**src/rtl/uart_pkg.sv**
```systemverilog
// Shared definitions for the parametrised UART transmitter: parity encodings,
// FSM state type and the clocks-per-bit rounding helper.
package uart_pkg;

  localparam int unsigned PAR_NONE = 0;
  localparam int unsigned PAR_ODD  = 1;
  localparam int unsigned PAR_EVEN = 2;

  typedef enum logic [2:0] {
    StIdle,
    StStart,
    StData,
    StParity,
    StStop
  } tx_state_e;

  // Clocks per bit, rounded to nearest.
  function automatic int unsigned div_round(input int unsigned clk_freq,
                                            input int unsigned baud);
    return (clk_freq + baud / 2) / baud;
  endfunction

endpackage

```
**src/rtl/uart_tx_fifo.sv**
```systemverilog
// Synchronous FIFO buffering words ahead of the UART transmitter FSM.
// Depth must be a power of two so the pointers wrap naturally.
module uart_tx_fifo #(
  parameter int unsigned Width = 8,
  parameter int unsigned Depth = 4
) (
  input  logic             clk,
  input  logic             rst_n,
  input  logic             push,
  input  logic [Width-1:0] wdata,
  input  logic             pop,
  output logic [Width-1:0] rdata,
  output logic             full,
  output logic             empty
);

  localparam int unsigned PtrW = $clog2(Depth);

  if (Depth < 2 || (Depth & (Depth - 1)) != 0) begin : g_bad_depth
    $error("uart_tx_fifo: Depth must be a power of two and at least 2");
  end

  logic [Width-1:0] mem_q [Depth];
  logic [PtrW-1:0]  wptr_q, rptr_q;
  logic [PtrW:0]    count_q;
  logic             do_push, do_pop;

  assign full    = (count_q == (PtrW + 1)'(Depth));
  assign empty   = (count_q == '0);
  assign do_push = push & ~full;
  assign do_pop  = pop & ~empty;
  assign rdata   = mem_q[rptr_q];

  always_ff @(posedge clk) begin
    if (do_push) begin
      mem_q[wptr_q] <= wdata;
    end
  end

  always_ff @(posedge clk or negedge rst_n) begin
    if (!rst_n) begin
      wptr_q  <= '0;
      rptr_q  <= '0;
      count_q <= '0;
    end else begin
      if (do_push) wptr_q <= wptr_q + PtrW'(1);
      if (do_pop)  rptr_q <= rptr_q + PtrW'(1);
      unique case ({do_push, do_pop})
        2'b10:   count_q <= count_q + (PtrW + 1)'(1);
        2'b01:   count_q <= count_q - (PtrW + 1)'(1);
        default: ;
      endcase
    end
  end

endmodule

```
**src/rtl/uart_tx_param.sv**
```systemverilog
// Parametrised UART transmitter: start, DATA_BITS data LSB first, optional parity, 1-2 stops.
// Define UART_TX_FIFO_EN to place a FIFO_DEPTH-entry FIFO in front of the FSM.
module uart_tx_param
  import uart_pkg::*;
#(
  parameter int unsigned CLK_FREQ   = 12000000,
  parameter int unsigned BAUD       = 115200,
  parameter int unsigned DATA_BITS  = 8,
  parameter int unsigned PARITY     = 0,
  parameter int unsigned STOP_BITS  = 1,
  parameter int unsigned FIFO_DEPTH = 4
) (
  input  logic                 clk,
  input  logic                 rst_n,
  input  logic [DATA_BITS-1:0] tx_data,
  input  logic                 tx_valid,
  output logic                 tx_ready,
  output logic                 txd,
  output logic                 tx_busy,
  output logic                 tx_done
);

  localparam int unsigned DIV       = div_round(CLK_FREQ, BAUD);
  localparam int unsigned CntW      = $clog2(DIV);
  localparam int unsigned BitW      = 4;
  localparam bit          HasParity = (PARITY != PAR_NONE);

  if (DIV < 2) begin : g_bad_div
    $error("uart_tx_param: clocks per bit must be at least 2");
  end
  if (DATA_BITS < 5 || DATA_BITS > 9) begin : g_bad_width
    $error("uart_tx_param: DATA_BITS must be 5..9");
  end
  if (PARITY > PAR_EVEN) begin : g_bad_parity
    $error("uart_tx_param: PARITY must be 0, 1 or 2");
  end
  if (STOP_BITS < 1 || STOP_BITS > 2) begin : g_bad_stop
    $error("uart_tx_param: STOP_BITS must be 1 or 2");
  end

  tx_state_e            state_q, state_d;
  logic [CntW-1:0]      baud_q, baud_d;
  logic [BitW-1:0]      bit_q, bit_d;
  logic [DATA_BITS-1:0] shift_q, shift_d;
  logic                 par_q, par_d;
  logic                 txd_q, txd_d;
  logic                 done_q, done_d;

  logic                 word_avail;
  logic [DATA_BITS-1:0] word;
  logic                 take;
  logic                 bit_end;

  assign take = (state_q == StIdle) & word_avail;

`ifdef UART_TX_FIFO_EN
  logic fifo_full, fifo_empty;

  uart_tx_fifo #(
    .Width(DATA_BITS),
    .Depth(FIFO_DEPTH)
  ) u_fifo (
    .clk  (clk),
    .rst_n(rst_n),
    .push (tx_valid),
    .wdata(tx_data),
    .pop  (take),
    .rdata(word),
    .full (fifo_full),
    .empty(fifo_empty)
  );

  assign tx_ready   = ~fifo_full;
  assign word_avail = ~fifo_empty;
  assign tx_busy    = (state_q != StIdle) | ~fifo_empty;
`else
  // Depth is meaningful only with the FIFO compiled in.
  if (FIFO_DEPTH == 0) begin : g_no_fifo
  end

  assign tx_ready   = (state_q == StIdle);
  assign word_avail = tx_valid;
  assign word       = tx_data;
  assign tx_busy    = (state_q != StIdle);
`endif

  assign bit_end = (baud_q == CntW'(DIV - 1));

  always_comb begin
    state_d = state_q;
    baud_d  = baud_q;
    bit_d   = bit_q;
    shift_d = shift_q;
    par_d   = par_q;
    done_d  = 1'b0;

    // Wrapping at the bit boundary also clears the counter on every state entry.
    if (state_q != StIdle) begin
      baud_d = bit_end ? '0 : baud_q + CntW'(1);
    end

    unique case (state_q)
      StIdle: begin
        if (take) begin
          shift_d = word;
          par_d   = (PARITY == PAR_ODD) ? ~^word : ^word;
          bit_d   = '0;
          baud_d  = '0;
          state_d = StStart;
        end
      end
      StStart: begin
        if (bit_end) state_d = StData;
      end
      StData: begin
        if (bit_end) begin
          if (bit_q == BitW'(DATA_BITS - 1)) begin
            bit_d   = '0;
            state_d = HasParity ? StParity : StStop;
          end else begin
            bit_d   = bit_q + BitW'(1);
            shift_d = shift_q >> 1;
          end
        end
      end
      StParity: begin
        if (bit_end) state_d = StStop;
      end
      StStop: begin
        if (bit_end) begin
          if (bit_q == BitW'(STOP_BITS - 1)) begin
            bit_d   = '0;
            state_d = StIdle;
            done_d  = 1'b1;
          end else begin
            bit_d = bit_q + BitW'(1);
          end
        end
      end
      default: state_d = StIdle;
    endcase

    // txd is registered from the next state so the line moves on the same edge as the FSM.
    unique case (state_d)
      StStart:  txd_d = 1'b0;
      StData:   txd_d = shift_d[0];
      StParity: txd_d = par_d;
      default:  txd_d = 1'b1;
    endcase
  end

  always_ff @(posedge clk or negedge rst_n) begin
    if (!rst_n) begin
      state_q <= StIdle;
      baud_q  <= '0;
      bit_q   <= '0;
      shift_q <= '0;
      par_q   <= 1'b0;
      txd_q   <= 1'b1;
      done_q  <= 1'b0;
    end else begin
      state_q <= state_d;
      baud_q  <= baud_d;
      bit_q   <= bit_d;
      shift_q <= shift_d;
      par_q   <= par_d;
      txd_q   <= txd_d;
      done_q  <= done_d;
    end
  end

  assign txd     = txd_q;
  assign tx_done = done_q;

endmodule
```
**config.mk**
```make
export PLATFORM = sky130hd
export DESIGN_NAME = uart_tx_param
export DESIGN_NICKNAME = d
export VERILOG_FILES = /design/src/rtl/uart_pkg.sv /design/src/rtl/uart_tx_fifo.sv /design/src/rtl/uart_tx_param.sv
export SDC_FILE = /design/constraint.sdc
export NUM_CORES = 1
export LEC_CHECK = 0
export ABC_AREA = 1
export BUFFER_PORTS_ARGS = -buffer_cell sky130_fd_sc_hd__clkbuf_2
export CAP_MARGIN = 0
export CORE_MARGIN = 1
export CORE_UTILIZATION = 40
export DETAILED_ROUTE_END_ITERATION = 7
export HOLD_SLACK_MARGIN = 0.03
export PLACE_DENSITY_LB_ADDON = 0.08
export SLEW_MARGIN = 5
export SYNTH_ARGS = -nofsm -noshare
export SYNTH_HDL_FRONTEND = slang
export SYNTH_SLANG_ARGS = --single-unit
```
**constraint.sdc**
```tcl
create_clock -name clk -period 3.9 [get_ports clk]
set_input_delay 0.78 -clock clk [delete_from_list [all_inputs] [get_ports clk]]
set_output_delay 0.78 -clock clk [all_outputs]
set_load 0.01 [all_outputs]
```
==> impl_metrics.env, run 1 <==
export IMPL_p_per_area_nw_per_um2=511.1
export IMPL_worstReg2RegEnd="shift_q[2]$_DFFE_PN0P_"
export IMPL_final_cell_count_no_fill=281
export IMPL_wl_um=2883
export IMPL_final_cell_mix="nand2_1, inv_1, dfrtp_1, nor2_1, clkbuf_2"
export IMPL_place_area_um2=1693
export IMPL_grt_ovfl_total=0
export IMPL_remaining_drc_errors=0
export IMPL_clock_path_buffers=2
export IMPL_num_rows=22
export IMPL_clockRootBuffer="clkbuf_8"
export IMPL_setup_worst_path_end_class="primary output"
export IMPL_grt_pass1_vias=1244
export IMPL_fin_skew_ns=0.006565
export IMPL_syn_cell_area_um2=1563
export IMPL_final_common_cell="nand2_1"
export IMPL_ant_nets=0
export IMPL_num_antenna_cells=0
export IMPL_start_util=0.4205
export IMPL_slew_limit_headroom=0.5860
export IMPL_io_pins=15
export IMPL_synth_area_per_cell_um2=7.269
export IMPL_nFillCells=411
export IMPL_timing_hold_violations_final=0
export IMPL_drtIter0Drc=69
export IMPL_max_vdd_ir_drop_uv=181.0
export IMPL_use_met3=0.01585
export IMPL_period_needed_ns=2.093
export IMPL_grt_use_met1=0.2191
export IMPL_drv_slew=0
export IMPL_die_y_um=64.51
export IMPL_fin_crit_sh=0.5366
export IMPL_critPathKind="flop to primary output"
export IMPL_cts_resized=0
export IMPL_final_setup_tns_ns=0
export IMPL_maxCapViolCount=0
export IMPL_antenna_found_initial=0
export IMPL_critPathLaunch="state_q[2]$_DFF_PN0_"
export IMPL_place_congestion=0.8276
export IMPL_numPortBuffers=14
export IMPL_crit_end="tx_busy"
export IMPL_drtPass1Iterations=4
export IMPL_via_count=1322
export IMPL_postCtsHoldBufs=0
export IMPL_die_area_um2=4161
export IMPL_grt_max_degree=26
export IMPL_area_growth_pct=11.45
export IMPL_cts_sinks=25
export IMPL_ys_seq_area_frac=0.4011
export IMPL_ys_types=35
export IMPL_async_reset_ff_frac=1.000
export IMPL_rsz0062_at_grt="no"
export IMPL_syn_nets=229
export IMPL_cp_start_kind="flop"
export IMPL_cts_buffers=3
export IMPL_h_tree_depth=1
export IMPL_seqCellArea_um2=626.9
export IMPL_arrival_ns=1.31
export IMPL_die_w_um=64.51
export IMPL_dp_cells=277
export IMPL_synth_edf_count=0
export IMPL_final_nets=248
export IMPL_fmaxAchievable_ghz=0.4778
export IMPL_rr_worst_depth=7
export IMPL_multiInputGateArea_um2=784.5
export IMPL_grt_pass1_wl_um=5354
export IMPL_design_area_um2=1742
export IMPL_critPathRequiredTime_ns=3.12
export IMPL_postLayoutCoreUtil=0.4687
export IMPL_cp_max_fo=7
export IMPL_hp_class="primary input to asynchronous set/reset pin"
export IMPL_finalSetupViolations=0
export IMPL_clk_pin_slew_worst_paths_ns=0.09
export IMPL_vias_per_cell=4.705
export IMPL_drive_gt1_frac=0.1459
export IMPL_r2r_setup_slack_ns=2.23
export IMPL_use_met2=0.2750
export IMPL_status="finished clean"
export IMPL_clock_latency_ns=0.27
export IMPL_post_drt_wl_per_cell_um=10.26
export IMPL_synth_top_flop_cell="dfrtp_1"
export IMPL_worst_slew_pin_slew_ns=0.6211
export IMPL_power_uw=890.2
export IMPL_hpwl_um=2295
export IMPL_cts_setup_buffers=0
export IMPL_r2r_start="bit_q[0]$_DFFE_PN0P_"
export IMPL_yosys_warnings=0
export IMPL_design_core_area_um2=3716
export IMPL_grt_use_total=0.1651
export IMPL_ys_ff_latch=25
export IMPL_p_leak_uw=0.0009628
export IMPL_netlist_instances=215
export IMPL_cts_tree="built"
export IMPL_grt_busiest_layer="met2"
## critical path, cell delays in order (launching register included)
cell and delay [ns]:
dfrtp_1 0.42, inv_1 0.12, nand2_2 0.08, nor2_4 0.21, inv_4 0.08, clkbuf_2 0.13
## power by group
part | switching, uW | total [uW] | internal [uW]
Sequential | 51.5 | 402 | 351
Clock | 82.4 | 155 | 72.3
Combinational | 207 | 333 | 126
## synthesized netlist by cell type (2+ instances only)
cell,n,share of area
inv_4,2,0.0080
inv_1,36,0.086
nor2_1,23,0.055
ha_1,3,0.024
o21ai_0,9,0.029
nand3_2,3,0.019
o221ai_1,6,0.034
dfrtp_1,24,0.38
nor3_1,2,0.0064
nand2_2,3,0.012
nand3_1,12,0.038
a21oi_1,6,0.019
nand2_1,64,0.15
## logic make-up (layout without fill, tap and decap cells)
group / after synthesis / in the layout / share of synthesized area
DFF: 25 / 25 / 0.4011
buffers and inverters: 39 / 57 / 0.09687
xor gates and xnor gates: 2 / 2 / 0.01121
AOI/OAI and AO/OA: 29 / 29 / 0.1193
adders and majority gates: 3 / 3 / 0.02402
and+or+nand+nor: 117 / 117 / 0.3475
## routing by layer
layer,wire (um),share of wire
met5,0,0
met4,0,0
met3,73,0.025
met2,1392,0.48
met1,1417,0.49
## stage by stage
stage / hold slack (ns) / setup slack [ns]
2_1_floorplan: 0.4748 / 2.286
3_3_place_gp: 0.4978 / 2.132
3_5_place_dp: 0.4952 / 2.107
4_1_cts: 0.5159 / 1.792
5_1_grt: 0.5459 / 1.720
6_report: 0.5069 / 1.807
## worst min path at each step
stage,start,to
finish,rst_n,baud_q[2]$_DFF_PN0_
global placement,shift_q[0]$_DFF_PN0_,shift_q[0]$_DFF_PN0_
detailed placement,shift_q[0]$_DFF_PN0_,shift_q[0]$_DFF_PN0_
CTS,shift_q[0]$_DFF_PN0_,shift_q[0]$_DFF_PN0_
global route,rst_n,baud_q[5]$_DFF_PN0_
floorplan,baud_q[6]$_DFF_PN0_,baud_q[6]$_DFF_PN0_
## final cells by class
type | count | share of cell area
multi-input cells | 151 | 0.4504
repair buffers | 14 | 0.04023
well taps | 48 | 0.03448
flip-flops and latches | 25 | 0.3599
clock buffers | 3 | 0.02371
clock inverters | 1 | 0.004310
inverters | 39 | 0.08693
## state kept, by name, summed over array words and instances, names as in the netlist
name and count:
baud_q 7, bit_q 4, par_q 1, shift_q 8
state_q 3, tx_done 1, txd 1
Note: power is estimated with default switching activity, not from simulation.
==> run 2, diff against run 1 <==
--- a/config.mk
+++ b/config.mk
@@ -5,7 +5,7 @@
 export SDC_FILE = /design/constraint.sdc
 export NUM_CORES = 1
 export LEC_CHECK = 0
-export ABC_AREA = 1
+export ABC_AREA = 0
 export BUFFER_PORTS_ARGS = -buffer_cell sky130_fd_sc_hd__clkbuf_2
 export CAP_MARGIN = 0
 export CORE_MARGIN = 1
==> constraint.sdc (replaced) <==
create_clock -name clk -period 1.9 [get_ports clk]
set_input_delay 0.38 -clock clk [delete_from_list [all_inputs] [get_ports clk]]
set_output_delay 0.38 -clock clk [all_outputs]
set_load 0.01 [all_outputs]
==> run 2 against run 1 <==
Net effect: hold slack lost 0.45 ns; total power shrank 4.7%; clock skew shrank 0.0015 ns; highest routed layer is now met4; critical path type unchanged; critical endpoint unchanged.
==> impl_metrics.env, run 2 <==
export IMPL_status="finished clean"
export IMPL_fin_skew_ns=0.005047
export IMPL_cts_buffers=3
export IMPL_num_rows=21
export IMPL_maxCapViolCount=0
export IMPL_synth_edf_count=0
export IMPL_grt_use_total=0.1755
export IMPL_place_congestion=0.8141
export IMPL_dp_cells=225
export IMPL_grt_pass1_wl_um=5444
export IMPL_synth_most_common_cell="nand2_1"
export IMPL_synth_commonest_cells="nand2_1, dfrtp_1, o21ai_0"
export IMPL_ant_nets=0
export IMPL_yosys_top_cells_area="dfrtp_1, nand2_1, o21ai_0"
export IMPL_post_drt_wl_per_cell_um=14.09
export IMPL_rr_worst_depth=6
export IMPL_max_vdd_ir_drop_uv=227.6
export IMPL_drv_slew=0
export IMPL_worstReg2RegEnd="bit_q[0]$_DFFE_PN0P_"
export IMPL_syn_nets=170
export IMPL_cp_start_kind="flop"
export IMPL_critPathRequiredTime_ns=1.52
export IMPL_vias_per_cell=5.300
export IMPL_fin_crit_sh=0.9850
export IMPL_via_count=1235
export IMPL_synth_top_flop_cell="dfrtp_1"
export IMPL_numPortBuffers=14
export IMPL_cp_max_fo=7
export IMPL_final_cell_mix="nand2_1, dfrtp_1, buf_4, o21ai_0, clkbuf_2"
export IMPL_async_reset_ff_frac=1.000
export IMPL_top_regs="shift_q x8, baud_q x7, bit_q x4"
export IMPL_grt_pass1_vias=1228
export IMPL_critPathKind="flop to primary output"
export IMPL_io_pins=15
export IMPL_arrival_ns=1.49
export IMPL_nFillCells=329
export IMPL_final_nets=202
export IMPL_p_per_area_nw_per_um2=477.3
export IMPL_r2r_setup_slack_ns=0.08
export IMPL_place_area_um2=1664
export IMPL_area_growth_pct=21.45
export IMPL_hpwl_um=2463
export IMPL_remaining_drc_errors=0
export IMPL_hp_class="primary input to asynchronous set/reset pin"
export IMPL_worst_slew_pin_slew_ns=0.6421
export IMPL_die_w_um=62.50
export IMPL_final_cell_count_no_fill=233
export IMPL_die_y_um=62.50
export IMPL_num_antenna_cells=0
export IMPL_largest_reg_flops=8
export IMPL_syn_cell_area_um2=1464
export IMPL_antenna_found_initial=0
export IMPL_slew_limit_headroom=0.5719
export IMPL_ys_seq_area_frac=0.4282
export IMPL_clock_latency_ns=0.31
export IMPL_die_area_um2=3906
export IMPL_design_area_um2=1778
export IMPL_fmaxAchievable_ghz=0.5343
export IMPL_grt_max_degree=26
export IMPL_ys_ff_latch=25
export IMPL_synth_top_area_frac=0.4103
export IMPL_period_needed_ns=1.872
export IMPL_clk_pin_slew_worst_paths_ns=0.13
export IMPL_cts_tree="built"
export IMPL_final_common_cell="nand2_1"
export IMPL_yosys_warnings=0
export IMPL_drtIter0Drc=51
export IMPL_finalSetupViolations=0
export IMPL_synth_area_per_cell_um2=9.384
export IMPL_clock_path_buffers=2
export IMPL_drtPass1Iterations=4
export IMPL_ys_types=46
export IMPL_timing_hold_violations_final=0
export IMPL_r2r_start="baud_q[3]$_DFF_PN0_"
export IMPL_rsz0062_at_grt="yes"
export IMPL_design_core_area_um2=3416
export IMPL_wl_um=3283
export IMPL_yosysTopAreaCell="dfrtp_1"
export IMPL_crit_end="tx_busy"
export IMPL_drive_gt1_frac=0.2888
export IMPL_largest_register="shift_q"
export IMPL_p_leak_uw=0.0007821
export IMPL_cts_sinks=25
export IMPL_h_tree_depth=1
export IMPL_setup_worst_path_end_class="primary output"
export IMPL_clockRootBuffer="clkbuf_4"
export IMPL_start_util=0.4286
export IMPL_grt_ovfl_total=0
export IMPL_critPathLaunch="state_q[1]$_DFF_PN0_"
export IMPL_netlist_instances=156
==> run 2: changes by cell type after synthesis, sizes merged, moves of 4 or more <==
cell / change
a22oi: +9
nand2: -42
buf: +5
a21oi: -5
xnor2: +7
nor2: -18
nand3: -9
o21ai: +4
o221ai: -6
inv: -34
==> run 2: report_power, final <==
part / switching [uW] / leakage, uW / internal, uW / total (uW)
sequential: 3.27 / 0.000322 / 535 / 539
combinational: 38.0 / 0.000445 / 34.6 / 72.5
clock: 155 / 0.0000150 / 82.0 / 237
==> run 2: how the worst min path moves through the flow <==
| stage | from | to | slack, ns | depth (start not counted) |
|---|---|---|---|---|
| 2_1_floorplan | rst_n | baud_q[0]$_DFF_PN0_ | 0.08 | 0 |
| 3_3_place_gp | rst_n | baud_q[4]$_DFF_PN0_ | 0.43 | 1 |
| 3_5_place_dp | rst_n | baud_q[4]$_DFF_PN0_ | 0.43 | 1 |
| 4_1_cts | rst_n | baud_q[4]$_DFF_PN0_ | 0.07 | 1 |
| 5_1_grt | rst_n | baud_q[6]$_DFF_PN0_ | 0.10 | 1 |
| 6_report | rst_n | baud_q[4]$_DFF_PN0_ | 0.06 | 1 |
==> run 2: logic make-up after synthesis <==
kind of cell	count (synthesis)	synth area share
buffers and inverters	12	0.04528
adders and majority gates	3	0.02564
muxes	1	0.006838
DFF	25	0.4282
and+or+nand+nor	68	0.2624
xor gates and xnor gates	8	0.04787
AOI/OAI and AO/OA	39	0.1838
==> run 2: metrics by stage <==
stage	worst slack, ns	hold slack (ns)	TNS (ns)	utilization	total power, uW
finish	0.02846	0.05713	0	0.5205	848.7
global route	-0.02536	0.1036	-0.03529	0.5205	890.8
CTS	-0.01221	0.07375	-0.01221	0.4967	859.4
detailed placement	-0.02459	0.4337	-0.04914	0.4872	622.3
global placement	0.07810	0.4278	0	0.4872	620.9
floorplan	-0.01924	0.08441	-0.01924	-	587.4
==> run 2: per-layer routing <==
layer	wire length (um)	track usage	vias up	share of wire
met5	0	0	-	0
met1	1516	0.2226	595	0.46
met3	77	0.01825	2	0.023
met4	25	0.06105	0	0.0076
li1	-	-	620	-
met2	1663	0.3084	18	0.51
==> run 2: area by class of cell <==
class / count / area (um2) / share of cell area
repair buffers: 34 / 234.0 / 0.1316
inverters: 5 / 23.77 / 0.01337
flip-flops and latches: 25 / 628.1 / 0.3533
clock buffers: 4 / 26.28 / 0.01478
multi-input cells: 119 / 808.3 / 0.4546
well taps: 46 / 57.56 / 0.03237
==> run 2: timing repair <==
action	4_1_cts	5_1_grt
gates resized for setup	3	12
cloned	0	0
endpoints found under the setup margin	5	10
buffers inserted	0	5
pin swaps	0	1
hold buffers	0	0
==> run 2: worst max-delay path, cell delays in order, from the launching register on <==
cell and delay, ns:
dfrtp_1 0.42, buf_6 0.14, or3_4 0.36, buf_6 0.15, buf_6 0.11
